[config.mk]
export PLATFORM = sky130hd
export DESIGN_NAME = pkt_pack_fifo
export DESIGN_NICKNAME = d
export VERILOG_FILES = /design/src/rtl/pkt_pack_fifo.sv
export SDC_FILE = /design/constraint.sdc
export NUM_CORES = 1
export LEC_CHECK = 0
export ABC_AREA = 1
export BUFFER_PORTS_ARGS = -buffer_cell sky130_fd_sc_hd__clkbuf_2
export CAP_MARGIN = 10
export CORE_MARGIN = 2
export CORE_UTILIZATION = 53
export CTS_BUF_LIST = sky130_fd_sc_hd__clkbuf_8
export DETAILED_ROUTE_END_ITERATION = 6
export HOLD_SLACK_MARGIN = 0.08
export PLACE_DENSITY = 0.69
export SLEW_MARGIN = 30
export SYNTH_ARGS = -nofsm -noshare
export SYNTH_HDL_FRONTEND = slang
export SYNTH_SLANG_ARGS = --single-unit
[constraint.sdc]
create_clock -name clk -period 2.96 [get_ports clk]
set_clock_uncertainty 0.15 [all_clocks]
set_input_delay 0 -clock clk [delete_from_list [all_inputs] [get_ports clk]]
set_output_delay 0 -clock clk [all_outputs]
set_load 0.005 [all_outputs]
[src/rtl/pkt_pack_fifo.sv]
// Byte-stream to wide-word packer with sop/eop framing checks, feeding an
// internal register-array FIFO drained under downstream b_rdy flow control.
module pkt_pack_fifo #(
    parameter int unsigned DIN_W      = 8,
    parameter int unsigned RATIO      = 2,
    parameter int unsigned FIFO_DEPTH = 16,
    localparam int unsigned MTY_W     = (RATIO > 2) ? $clog2(RATIO) : 1,
    localparam int unsigned CNT_W     = $clog2(FIFO_DEPTH) + 1
) (
    input  logic                   clk,
    input  logic                   rst_n,
    input  logic [DIN_W-1:0]       din,
    input  logic                   din_vld,
    input  logic                   din_sop,
    input  logic                   din_eop,
    output logic                   din_rdy,
    output logic [DIN_W*RATIO-1:0] dout,
    output logic                   dout_vld,
    output logic                   dout_sop,
    output logic                   dout_eop,
    output logic [MTY_W-1:0]       dout_mty,
    input  logic                   b_rdy,
    output logic                   sop_err
);

    localparam int unsigned DOUT_W = DIN_W * RATIO;
    localparam int unsigned LANE_W = MTY_W;
    localparam int unsigned PTR_W  = $clog2(FIFO_DEPTH);
    localparam int unsigned ENT_W  = DOUT_W + 2 + MTY_W;

    logic [LANE_W-1:0] r_lane;
    logic [DOUT_W-1:0] r_acc;
    logic              r_acc_sop;
    logic              r_in_pkt;
    logic [DOUT_W-1:0] r_word;
    logic              r_word_sop;
    logic              r_word_eop;
    logic [MTY_W-1:0]  r_word_mty;
    logic              r_word_vld;

    logic [ENT_W-1:0]  r_mem [FIFO_DEPTH];
    logic [PTR_W-1:0]  r_wr_ptr;
    logic [PTR_W-1:0]  r_rd_ptr;
    logic [CNT_W-1:0]  r_count;

    logic [CNT_W-1:0]  w_occ;
    logic              w_acc;
    logic              w_take;
    logic              w_done;
    logic [LANE_W-1:0] w_lane;
    logic [DOUT_W-1:0] w_data;
    logic [MTY_W-1:0]  w_mty;
    logic              w_wr;
    logic              w_rd;
    logic [ENT_W-1:0]  w_entry;
    logic [ENT_W-1:0]  w_head;

    // Conservative back-pressure: a word still in the pack register is counted as occupancy.
    assign w_occ   = r_count + CNT_W'(r_word_vld);
    assign din_rdy = (w_occ < CNT_W'(FIFO_DEPTH));

    assign w_acc  = din_vld & din_rdy;
    assign w_take = w_acc & (din_sop | r_in_pkt);
    assign w_lane = din_sop ? '0 : r_lane;
    assign w_done = din_eop | (w_lane == LANE_W'(RATIO - 1));
    assign w_mty  = din_eop ? (MTY_W'(RATIO - 1) - w_lane) : '0;

    // A sop beat discards any partial lanes, so it builds on a cleared word.
    always_comb begin
        w_data = din_sop ? '0 : r_acc;
        for (int i = 0; i < int'(RATIO); i++) begin
            if (w_lane == LANE_W'(i)) begin
                w_data[i*DIN_W +: DIN_W] = din;
            end
        end
    end

    always_ff @(posedge clk or negedge rst_n) begin
        if (!rst_n) begin
            r_lane     <= '0;
            r_acc      <= '0;
            r_acc_sop  <= 1'b0;
            r_in_pkt   <= 1'b0;
            r_word     <= '0;
            r_word_sop <= 1'b0;
            r_word_eop <= 1'b0;
            r_word_mty <= '0;
            r_word_vld <= 1'b0;
            sop_err    <= 1'b0;
        end else begin
            r_word_vld <= 1'b0;
            sop_err    <= w_acc & (din_sop ? r_in_pkt : ~r_in_pkt);
            if (w_acc) begin
                if (din_sop && !din_eop) begin
                    r_in_pkt <= 1'b1;
                end else if (din_eop) begin
                    r_in_pkt <= 1'b0;
                end
            end
            if (w_take) begin
                if (w_done) begin
                    r_word     <= w_data;
                    r_word_sop <= din_sop | r_acc_sop;
                    r_word_eop <= din_eop;
                    r_word_mty <= w_mty;
                    r_word_vld <= 1'b1;
                    r_lane     <= '0;
                    r_acc      <= '0;
                    r_acc_sop  <= 1'b0;
                end else begin
                    r_acc      <= w_data;
                    r_lane     <= w_lane + LANE_W'(1);
                    r_acc_sop  <= din_sop | r_acc_sop;
                end
            end
        end
    end

    assign w_wr    = r_word_vld;
    assign w_rd    = (r_count != '0) & b_rdy;
    assign w_entry = {r_word_sop, r_word_eop, r_word_mty, r_word};
    assign w_head  = r_mem[r_rd_ptr];

    // Storage array carries no reset; validity is tracked by the pointers and count.
    always_ff @(posedge clk) begin
        if (w_wr) begin
            r_mem[r_wr_ptr] <= w_entry;
        end
    end

    always_ff @(posedge clk or negedge rst_n) begin
        if (!rst_n) begin
            r_wr_ptr <= '0;
            r_rd_ptr <= '0;
            r_count  <= '0;
        end else begin
            if (w_wr) begin
                r_wr_ptr <= r_wr_ptr + PTR_W'(1);
            end
            if (w_rd) begin
                r_rd_ptr <= r_rd_ptr + PTR_W'(1);
            end
            unique case ({w_wr, w_rd})
                2'b10:   r_count <= r_count + CNT_W'(1);
                2'b01:   r_count <= r_count - CNT_W'(1);
                default: ;
            endcase
        end
    end

    always_ff @(posedge clk or negedge rst_n) begin
        if (!rst_n) begin
            dout     <= '0;
            dout_vld <= 1'b0;
            dout_sop <= 1'b0;
            dout_eop <= 1'b0;
            dout_mty <= '0;
        end else begin
            dout_vld <= w_rd;
            dout_sop <= 1'b0;
            dout_eop <= 1'b0;
            dout_mty <= '0;
            if (w_rd) begin
                dout     <= w_head[DOUT_W-1:0];
                dout_sop <= w_head[ENT_W-1];
                dout_eop <= w_head[ENT_W-2];
                dout_mty <= w_head[DOUT_W +: MTY_W];
            end
        end
    end

endmodule

# Word-level counts from Yosys, hierarchy flattened
# Memory sizes are Yosys's and may differ from the RTL's.
# Cells that the tools add are included.
# totals
input_bits	14
ff_bits	73
mem_bits_rw	304
mem_count	1
# mem_list
memory	depth	word_bits	read_ports	rd_clocked_by_memory_dff	wr	line_no	source
r_mem	16	19	1	0	1	41	logic [ENT_W-1:0] r_mem [FIFO_DEPTH];
# op_classes
n_eq_ne	2
magnitude_cmp	1
reduce_logical	7
bitwise	8
n_addsub	7
mux	19
# ops
op	count
$mux 16	2
$mux 8	2
$mux 1	14
$pmux 5 s2	1
$add 4x1->4 const B	2
$add 5x1->5	1
$add 5x1->5 const B	1
$lt 5x5->1 const B	1
$reduce_bool 5->1	1
$sub 5x1->5 const B	1
$and 1x1->1	4
$reduce_and 2->1	2
$reduce_bool 2->1	2
$or 1x1->1	3
$eq 2x1->1 const B	1
$eq 2x2->1 const B	1
$add 1x1->1 const B	1
$logic_and 1x1->1	1
$logic_not 1->1	1
$not 1->1	1
$sub 1x1->1 const A	1

# Depth between registers and ports, before layout
# Gate-level depths: netlist of run 1.
# logic_depth
ltp_word	5
mapped_depth	15
mapped_depth_nobuf	14

# Worst setup path after synthesis of run 1
# Ideal clock, no wire load.
# synth_timing
path_kind	reg2reg
start	register r_count[0]
end	register r_count[4]
path_slack_ns	0.569
path_stages_with_launch	16
arrival_ns	2.125
n_path_buf	1
cell_sequence	dfrtp_1 -> nor2_1 -> nand3_1 -> nand2_1 -> inv_1 -> buf_2 -> ha_1 -> xor2_1 -> ha_1 -> inv_1 -> nand2_1 -> nand3_1 -> nand2_1 -> xor2_1 -> nand2_1 -> nand2_1
# synth_between
elab_chain_cells	4
# synth_lines
item	line_no	source
start, declared	44	logic [CNT_W-1:0] r_count;
start signal, assigned	144	2'b10: r_count <= r_count + CNT_W'(1);
start signal, assigned	145	2'b01: r_count <= r_count - CNT_W'(1);
$reduce_bool 5->1 (*)	120	assign w_rd = (r_count != '0) & b_rdy;
$and 1x1->1 (*)	120	
net w_rd	54	logic w_rd;
$eq 2x1->1 / $eq 2x2->1 (equally long branches)	143	unique case ({w_wr, w_rd})
$pmux 5 s2 / $reduce_bool 2->1 (equally long branches)	n/a	
# The timed path passes the listed nets; every way through them passes the cells marked *.
# A chain may end at the register's enable or synchronous reset.

# Worst setup path in the final report of run 1
# layout_timing
start	register r_word_vld
end	register r_word[5]
# layout_between
elab_chain_cells	5
# layout_lines
item	line_no	source
start, declared	39	logic r_word_vld;
start signal, assigned	88	r_word_vld <= 1'b0;
start signal, assigned	91	r_word_vld <= 1'b0;
start signal, assigned	106	r_word_vld <= 1'b1;
$add 5x1->5	59	assign w_occ = r_count + CNT_W'(r_word_vld);
$lt 5x5->1	60	assign din_rdy = (w_occ < CNT_W'(FIFO_DEPTH));
$and 1x1->1	62	assign w_acc = din_vld & din_rdy;
$and 1x1->1	63	assign w_take = w_acc & (din_sop | r_in_pkt);
$reduce_and 2->1 (no source line)	n/a	
end signal, assigned	102	r_word <= w_data;
end, declared	35	logic [DOUT_W-1:0] r_word;
# Every way passes these cells.

==> results of run 1 <==
## logic make-up after synthesis
group	count (synthesis)	share of synthesized area [%]
and+or+nand+nor	875	22.4
AOI/OAI and AO/OA	30	1.11
xor gates and xnor gates	11	0.593
DFF	377	67.5
adders and majority gates	10	0.770
buffers and inverters	306	7.65
## final timing paths
path | endpoint | slack [ns] | cells after the start
min in group asynchronous | dout_mty$_DFF_PN0_ | 0.25 | 4
min | r_word_eop$_DFFE_PN0P_ | 0.13 | 4
max | r_word[5]$_DFFE_PN0P_ | 0.62 | 9
min reg2reg | dout[12]$_DFFE_PN0N_ | 0.33 | 2
max in group asynchronous | r_acc[5]$_DFFE_PN0P_ | 1.90 | 5
max reg2reg | r_word[5]$_DFFE_PN0P_ | 0.62 | 9
## state kept, by name (all words and copies together), names as in the netlist, 4 cells and up
register and flops:
r_count 5, r_word 16, dout 16, r_rd_ptr 4, r_acc 16, r_wr_ptr 4, r_mem 304
## through the flow
stage / setup WS (ns) / power (mW) / instances / instance area [sq um]
after floorplan: 0.569 / 11.2 / 1609 / 16200
after global placement: 0.713 / 13.0 / 2004 / 17000
after detailed placement: 0.628 / 13.1 / 2005 / 17100
after CTS: 0.615 / 17.2 / 2128 / 18300
after global routing: 0.332 / 18.2 / 2128 / 18300
final: 0.625 / 17.1 / 2128 / 18300
## critical path: cells and delay by family, from the launching register on
family,cells,cell delay [ns]
buffers and inverters,1,0.09
DFF,1,0.55
and+or+nand+nor,8,1.43
## power groups by stage
stage	combinational (mW)	sequential (mW)	clock, mW
4_1_cts	5.28	7.80	4.13
2_1_floorplan	3.67	7.51	0
5_1_grt	5.94	7.92	4.37
6_report	5.26	7.81	4.06
3_3_place_gp	5.14	7.87	0
3_5_place_dp	5.23	7.91	0
## cells in the final DEF, fill, tap and decap left out, types with 2 or more instances in the layout
| master | instances |
|---|---|
| inv_1 | 238 |
| xnor2_1 | 2 |
| a21oi_1 | 4 |
| edfxtp_1 | 304 |
| nand3_1 | 253 |
| nand2_1 | 570 |
| o21ai_0 | 14 |
| nand4_1 | 2 |
| clkinv_2 | 9 |
| dlygate4sd3_1 | 15 |
| clkinv_1 | 17 |
| dfrtp_1 | 71 |
| nor2_4 | 3 |
| nor2_1 | 27 |
| buf_12 | 13 |
| o211ai_1 | 9 |
| bufinv_16 | 2 |
| xor2_1 | 9 |
| ha_1 | 10 |
| inv_4 | 2 |
| clkbuf_8 | 62 |
| nor2_2 | 17 |
| inv_2 | 5 |
| buf_4 | 30 |
| clkbuf_2 | 34 |
## repair_timing
item	4_1_cts	5_1_grt
endpoints found under the hold margin	136	0
hold buffers	16	0
setup endpoints to repair	0	0
## final cells by class
| type | count | area [sq um] |
|---|---|---|
| tap | 396 | 495 |
| clock inverter | 45 | 236 |
| multi-input combinational | 926 | 4080 |
| inverter | 229 | 865 |
| sequential | 377 | 11000 |
| clock buffer | 62 | 853 |
| timing repair buffer | 93 | 833 |
| fill | 2412 | 12000 |
## metal layers
metal	routed length (um)	vias up	GRT usage, %
met5	0	-	0
met4	1040	0	8.64
met3	2880	78	3.63
met2	18800	417	41.3
met1	15500	5328	33.1
li1	-	5347	-
==> qor.csv, run 1 <==
metric,value,unit
htree depth,2,
switching share of power,37.5,%
Ys Warns,0,
number of routed nets with antenna violations,0,
vias after detailed routing,11170,
final wirelength,38200,um
largest net degree at the start of global routing,164,
Post-synth ARST share,19.4,%
switching pwr,6.42,mW
Tmin final,2.34,ns
worst IR drop on VDD,0.000473,V
hold slack,0.126,ns
vias in the first global route,10843,
Initial Utilization,53.5,%
synth top area cells,"edfxtp_1, nand2_1, dfrtp_1, nand3_1, inv_1",
sum of negative setup slack,0,ns
Synth top area share,56.2,%
Synth Flop Type,edfxtp_1,
width of the chip,179,um
Startpoint Class,flip-flop,
post-DP HPWL,22600,um
Syn-to-layout area delta,12.8,%
post-layout util,60.4,%
crit path kind,reg2reg,
Flop pwr share,45.6,%
Crit path top cell by count,nand2_1,
initial antenna violation count,0,
HP Start,din_eop,
CP max-delay cell,dfrtp_1,
RR Startpoint,r_word_vld$_DFF_PN0_,
crit end category,flip-flop,
IO Count,36,
CTS tree,yes,
number of distinct library cells after synthesis,29,
Core ar.,30300,sq um
Clk pwr share,23.7,%
Clock Pin Slew Worst Setup and Hold Paths,0.07,ns
CP required,3.28,ns
critical-path maximum fanout,20,
vias per cell,5.25,
crit path launch,r_word_vld$_DFF_PN0_,
number of synthesized flops with an enable pin,304,
"Seq/Total Area, Yosys",67.5,%
number of synthesized register bits,377,
Slew Limit Fails,0,
WL/cell,18.0,um
LEAKAGE,8.26,nW
Mapped Nets,1633,
aggregate global routing overflow,0,
Core Rows,64,
die area,32100,sq um
status,completed,
# Max-Cap Violations,0,
CP peak stage delay,0.55,ns
"count leader, synth",nand2_1,
Power per Cell Area,935,nW/um^2
Mapped Area,16200,sq um
Starting DRT DRC Count,1238,
"Hold Vio Cnt, Final",0,
CTS max path bufs,3,
largest area contributor in the netlist,edfxtp_1,
Post-CTS Setup Inserts,0,
first-pass GRT wire length,59600,um
RD Place Congestion,0.846,
TritonCTS Buffers,58,
combinational power share,30.7,%
Fmax,428,MHz
Final setup viols,0,
Int Power,10.7,mW
CP cell instances,inv_4 -> nor2_4 -> nand2_1 -> nand2_2 -> nand3_2 -> nor2_4 -> nand2_1 -> nand2_1 -> nand2_1,
top post-synthesis cells by count,"nand2_1, edfxtp_1, nand3_1",
GRT Total Usage,24.7,%
CTS Root Cell,clkbuf_8,
final period utilization,78.9,%
Worst EP arrival,2.65,ns
drt pass-1 iters,5,
detailed-route DRC error count,0,
Die Height,179,um
n_diodes,0,
slew margin rel.,47.7,%
post-cts gate resize count,0,
Worst Hold Class,in2reg,
RSZ-0062 raised after global routing,false,
Mean Syn Cell Area,10.1,sq um
PortBufs,35,
Worst-Skew Late Latency,0.61,ns
Final #Nets,1709,
share of cells above drive strength 1,10.6,%
CTS Sinks,377,
Least-Margin Pin Slew,0.784,ns
Post-Synthesis Cells,1609,
Power figures use the tool's default switching activity.
==> inputs of run 2 (changes only) <==
ABC_AREA = 0   (was 1)
clock period = 2.2 ns   (was 2.96 ns; I/O delays follow)
==> qor.csv, run 2 <==
metric,value,unit,change
status,finished with violations,,
failing checks,negative setup slack,,
Post-Synthesis Cells,757,,-53%
number of distinct library cells after synthesis,49,,+69%
Flop pwr share,47.5,%,+1.9 points
Crit path top cell by count,buf_6,,
Synth top area share,61.2,%,+5.0 points
aggregate global routing overflow,0,,unchanged
adder-cell share of the synthesized area,0.838,%,+0.068 points
Synth Area in Simple Gates,3.43,%,-19 points
Synth Area in Compound Gates,3.59,%,+2.5 points
Synth Flop Type,edfxtp_1,,
"Hold Vio Cnt, Final",0,,unchanged
Int Power,15.6,mW,+45%
GRT Total Usage,22.0,%,-2.7 points
CP max-delay cell,dfrtp_1,,
htree depth,2,,unchanged
most frequent cells in the layout,"edfxtp_1, mux4_2, dfrtp_1",,
# Max-Cap Violations,0,,unchanged
Slew Limit Fails,0,,unchanged
Worst-Skew Late Latency,0.58,ns,-0.03 ns
Post-synth ARST share,19.4,%,unchanged
max FFs per register,304,,unchanged
largest area contributor in the netlist,edfxtp_1,,
critical-path maximum fanout,4,,-80%
RSZ-0062 raised after global routing,true,,
CTS Sinks,377,,unchanged
Tmin final,2.52,ns,+0.183 ns
Ys Warns,0,,unchanged
final wirelength,31200,um,-18%
WL/cell,23.4,um,+30%
"Seq/Total Area, Yosys",73.4,%,+6.0 points
"count leader, synth",edfxtp_1,,
synth top area cells,"edfxtp_1, dfrtp_1, mux4_2, mux2i_1, mux2_4",,
Syn-to-layout area delta,19.1,%,
initial antenna violation count,0,,unchanged
CP peak stage delay,0.39,ns,-0.16 ns
PortBufs,35,,unchanged
Fmax,397,MHz,-7.3%
CP cell instances,or2_4 -> o41ai_4 -> inv_4 -> ha_4 -> buf_4 -> buf_6 -> buf_6 -> and2_4 -> o21ai_4 -> a21oi_2 -> a311oi_2,,
drt pass-1 iters,5,,unchanged
largest net degree at the start of global routing,38,,-77%
n_diodes,0,,unchanged
sum of negative setup slack,-0.860,ns,-0.860 ns
Mapped Area,14900,sq um,-8.1%
crit end category,flip-flop,,
CTS Root Cell,clkbuf_8,,
Least-Margin Pin Slew,0.645,ns,-0.139 ns
number of synthesized flops with an enable pin,304,,unchanged
RD Place Congestion,0.839,,-0.83%
Startpoint Class,flip-flop,,
worst IR drop on VDD,0.000719,V,+52%
FILL cells,1915,,-21%
Post-Place Worst Slack,-0.473,ns,-1.10 ns
final period utilization,114,%,+36 points
share of cells above drive strength 1,33.1,%,+22 points
slew margin rel.,57.0,%,+9.3 points
Final #Nets,927,,-46%
top post-synthesis cells by count,"edfxtp_1, mux4_2, dfrtp_1",,
post-layout util,64.0,%,+3.6 points
die area,29500,sq um,-7.9%
combinational power share,27.8,%,-2.9 points
Final setup viols,3,,+3
TritonCTS Buffers,60,,+3.4%
Worst EP arrival,2.83,ns,+0.18 ns
Mapped Nets,781,,-52%
number of synthesized register bits,377,,unchanged
Clk pwr share,24.8,%,+1.1 points
IO Count,36,,unchanged
Mean Syn Cell Area,19.7,sq um,+95%
Power per Cell Area,1260,nW/um^2,+34%
Core Rows,61,,-4.7%
Post-Synth XOR/XNOR Area,0.646,%,+0.052 points
Die Height,172,um,-4.1%
vias per cell,5.73,,+9.2%
switching share of power,30.2,%,-7.2 points
CP required,2.51,ns,-0.77 ns
Starting DRT DRC Count,655,,-47%
post-DP HPWL,18500,um,-18%
first-pass GRT wire length,47300,um,-21%
detailed-route DRC error count,0,,unchanged
Initial Utilization,53.7,%,+0.20 points
Biggest register,r_mem,,
width of the chip,172,um,-4.1%
Worst Hold Class,in2reg,,
"most common cell after layout, fill and taps aside",edfxtp_1,,
number of routed nets with antenna violations,0,,unchanged
CTS max path bufs,3,,unchanged
vias in the first global route,8024,,-26%
Clock Pin Slew Worst Setup and Hold Paths,0.06,ns,about the same
PnR worst setup slack,-0.318,ns,-0.943 ns
switching pwr,6.74,mW,+5.0%
Core ar.,27800,sq um,-8.5%
multiplexer area fraction after synthesis,16.2,%,+16 points
LEAKAGE,6.44,nW,-22%
crit path kind,reg2reg,,
vias after detailed routing,7632,,-32%
CTS tree,yes,,
largest family of logic cells by synthesized area,multiplexers,,
run 2: cells by family (layout without fill, tap and decap cells):
kind of cell,Yosys count,count (layout)
DFF,377,377
muxes,137,137
xor gates and xnor gates,11,11
adders and majority gates,10,10
and+or+nand+nor,90,90
buffers and inverters,58,254
AOI/OAI and AO/OA,74,74
run 2: worst paths after layout:
path | startpoint | slack, ns | to | depth (start not counted)
min reg2reg | dout[12]$_DFFE_PN0N_ | 0.32 | dout[12]$_DFFE_PN0N_ | 1
min | din[7] | 0.12 | r_acc[7]$_DFFE_PN0P_ | 4
max in group asynchronous | rst_n | 1.26 | r_rd_ptr[1]$_DFFE_PN0N_ | 4
max reg2reg | r_count[2]$_DFFE_PN0P_ | -0.32 | r_count[3]$_DFFE_PN0P_ | 11
max | r_count[2]$_DFFE_PN0P_ | -0.32 | r_count[3]$_DFFE_PN0P_ | 11
min in group asynchronous | rst_n | 0.36 | r_word[4]$_DFFE_PN0P_ | 4
run 2: critical path: cells and delay by family, from the launching register on:
family	cells	cell delay [ns]
AO/OA/AOI/OAI	4	0.85
AND/OR/NAND/NOR	2	0.41
buffers and inverters	4	0.42
flip-flops	1	0.39
adder cells (fa/ha/maj)	1	0.19
run 2: repair_timing:
action,4_1_cts,5_1_grt
setup endpoints to repair,5,35
buffers inserted,5,5
hold endpoints to repair,119,0
gates cloned,0,1
gates resized for setup,3,14
hold buffers,24,0
pin swaps,5,6
run 2: layout make-up:
cell class              count  area (sq um)  share of cell area [%]
inverters                  16          62.6                   0.352
clock inverters            44           214                    1.20
repair buffers            126          1280                    7.20
clock buffers              68           936                    5.27
well taps                 378           473                    2.66
flip-flops and latches    377         11000                    61.7
multi-input cells         322          3840                    21.6
run 2: per-stage QoR:
step                      total power, mW  std cells  hold slack (ns)  instance area [sq um]
after detailed placement             16.7       1186          -0.0800                  16200
after global placement               16.3       1186          -0.0959                  16200
after floorplan                      14.3        757           -0.446                  15000
final                                22.3       1331            0.117                  17800
after global routing                 23.4       1331            0.122                  17800
after CTS                            22.3       1327           0.0821                  17600
run 2: power by group through the flow:
stage                     Sequential, mW  Combinational [mW]  Clock (mW)
after floorplan                     10.1                4.21           0
after global placement              10.6                5.76           0
after detailed placement            10.7                5.95           0
after CTS                           10.6                6.08        5.64
after global routing                10.7                6.70        5.98
final                               10.6                6.20        5.52
run 2: routing by layer:
metal / vias to the layer above / routed length [um] / part of all wire (%) / global-route usage [%]
met5: - / 0 / 0 / 0
met4: 0 / 483 / 1.5 / 5.74
met1: 4003 / 12600 / 41 / 29.3
li1: 3335 / - / - / -
met3: 46 / 1840 / 5.9 / 3.57
met2: 248 / 16200 / 52 / 38.1
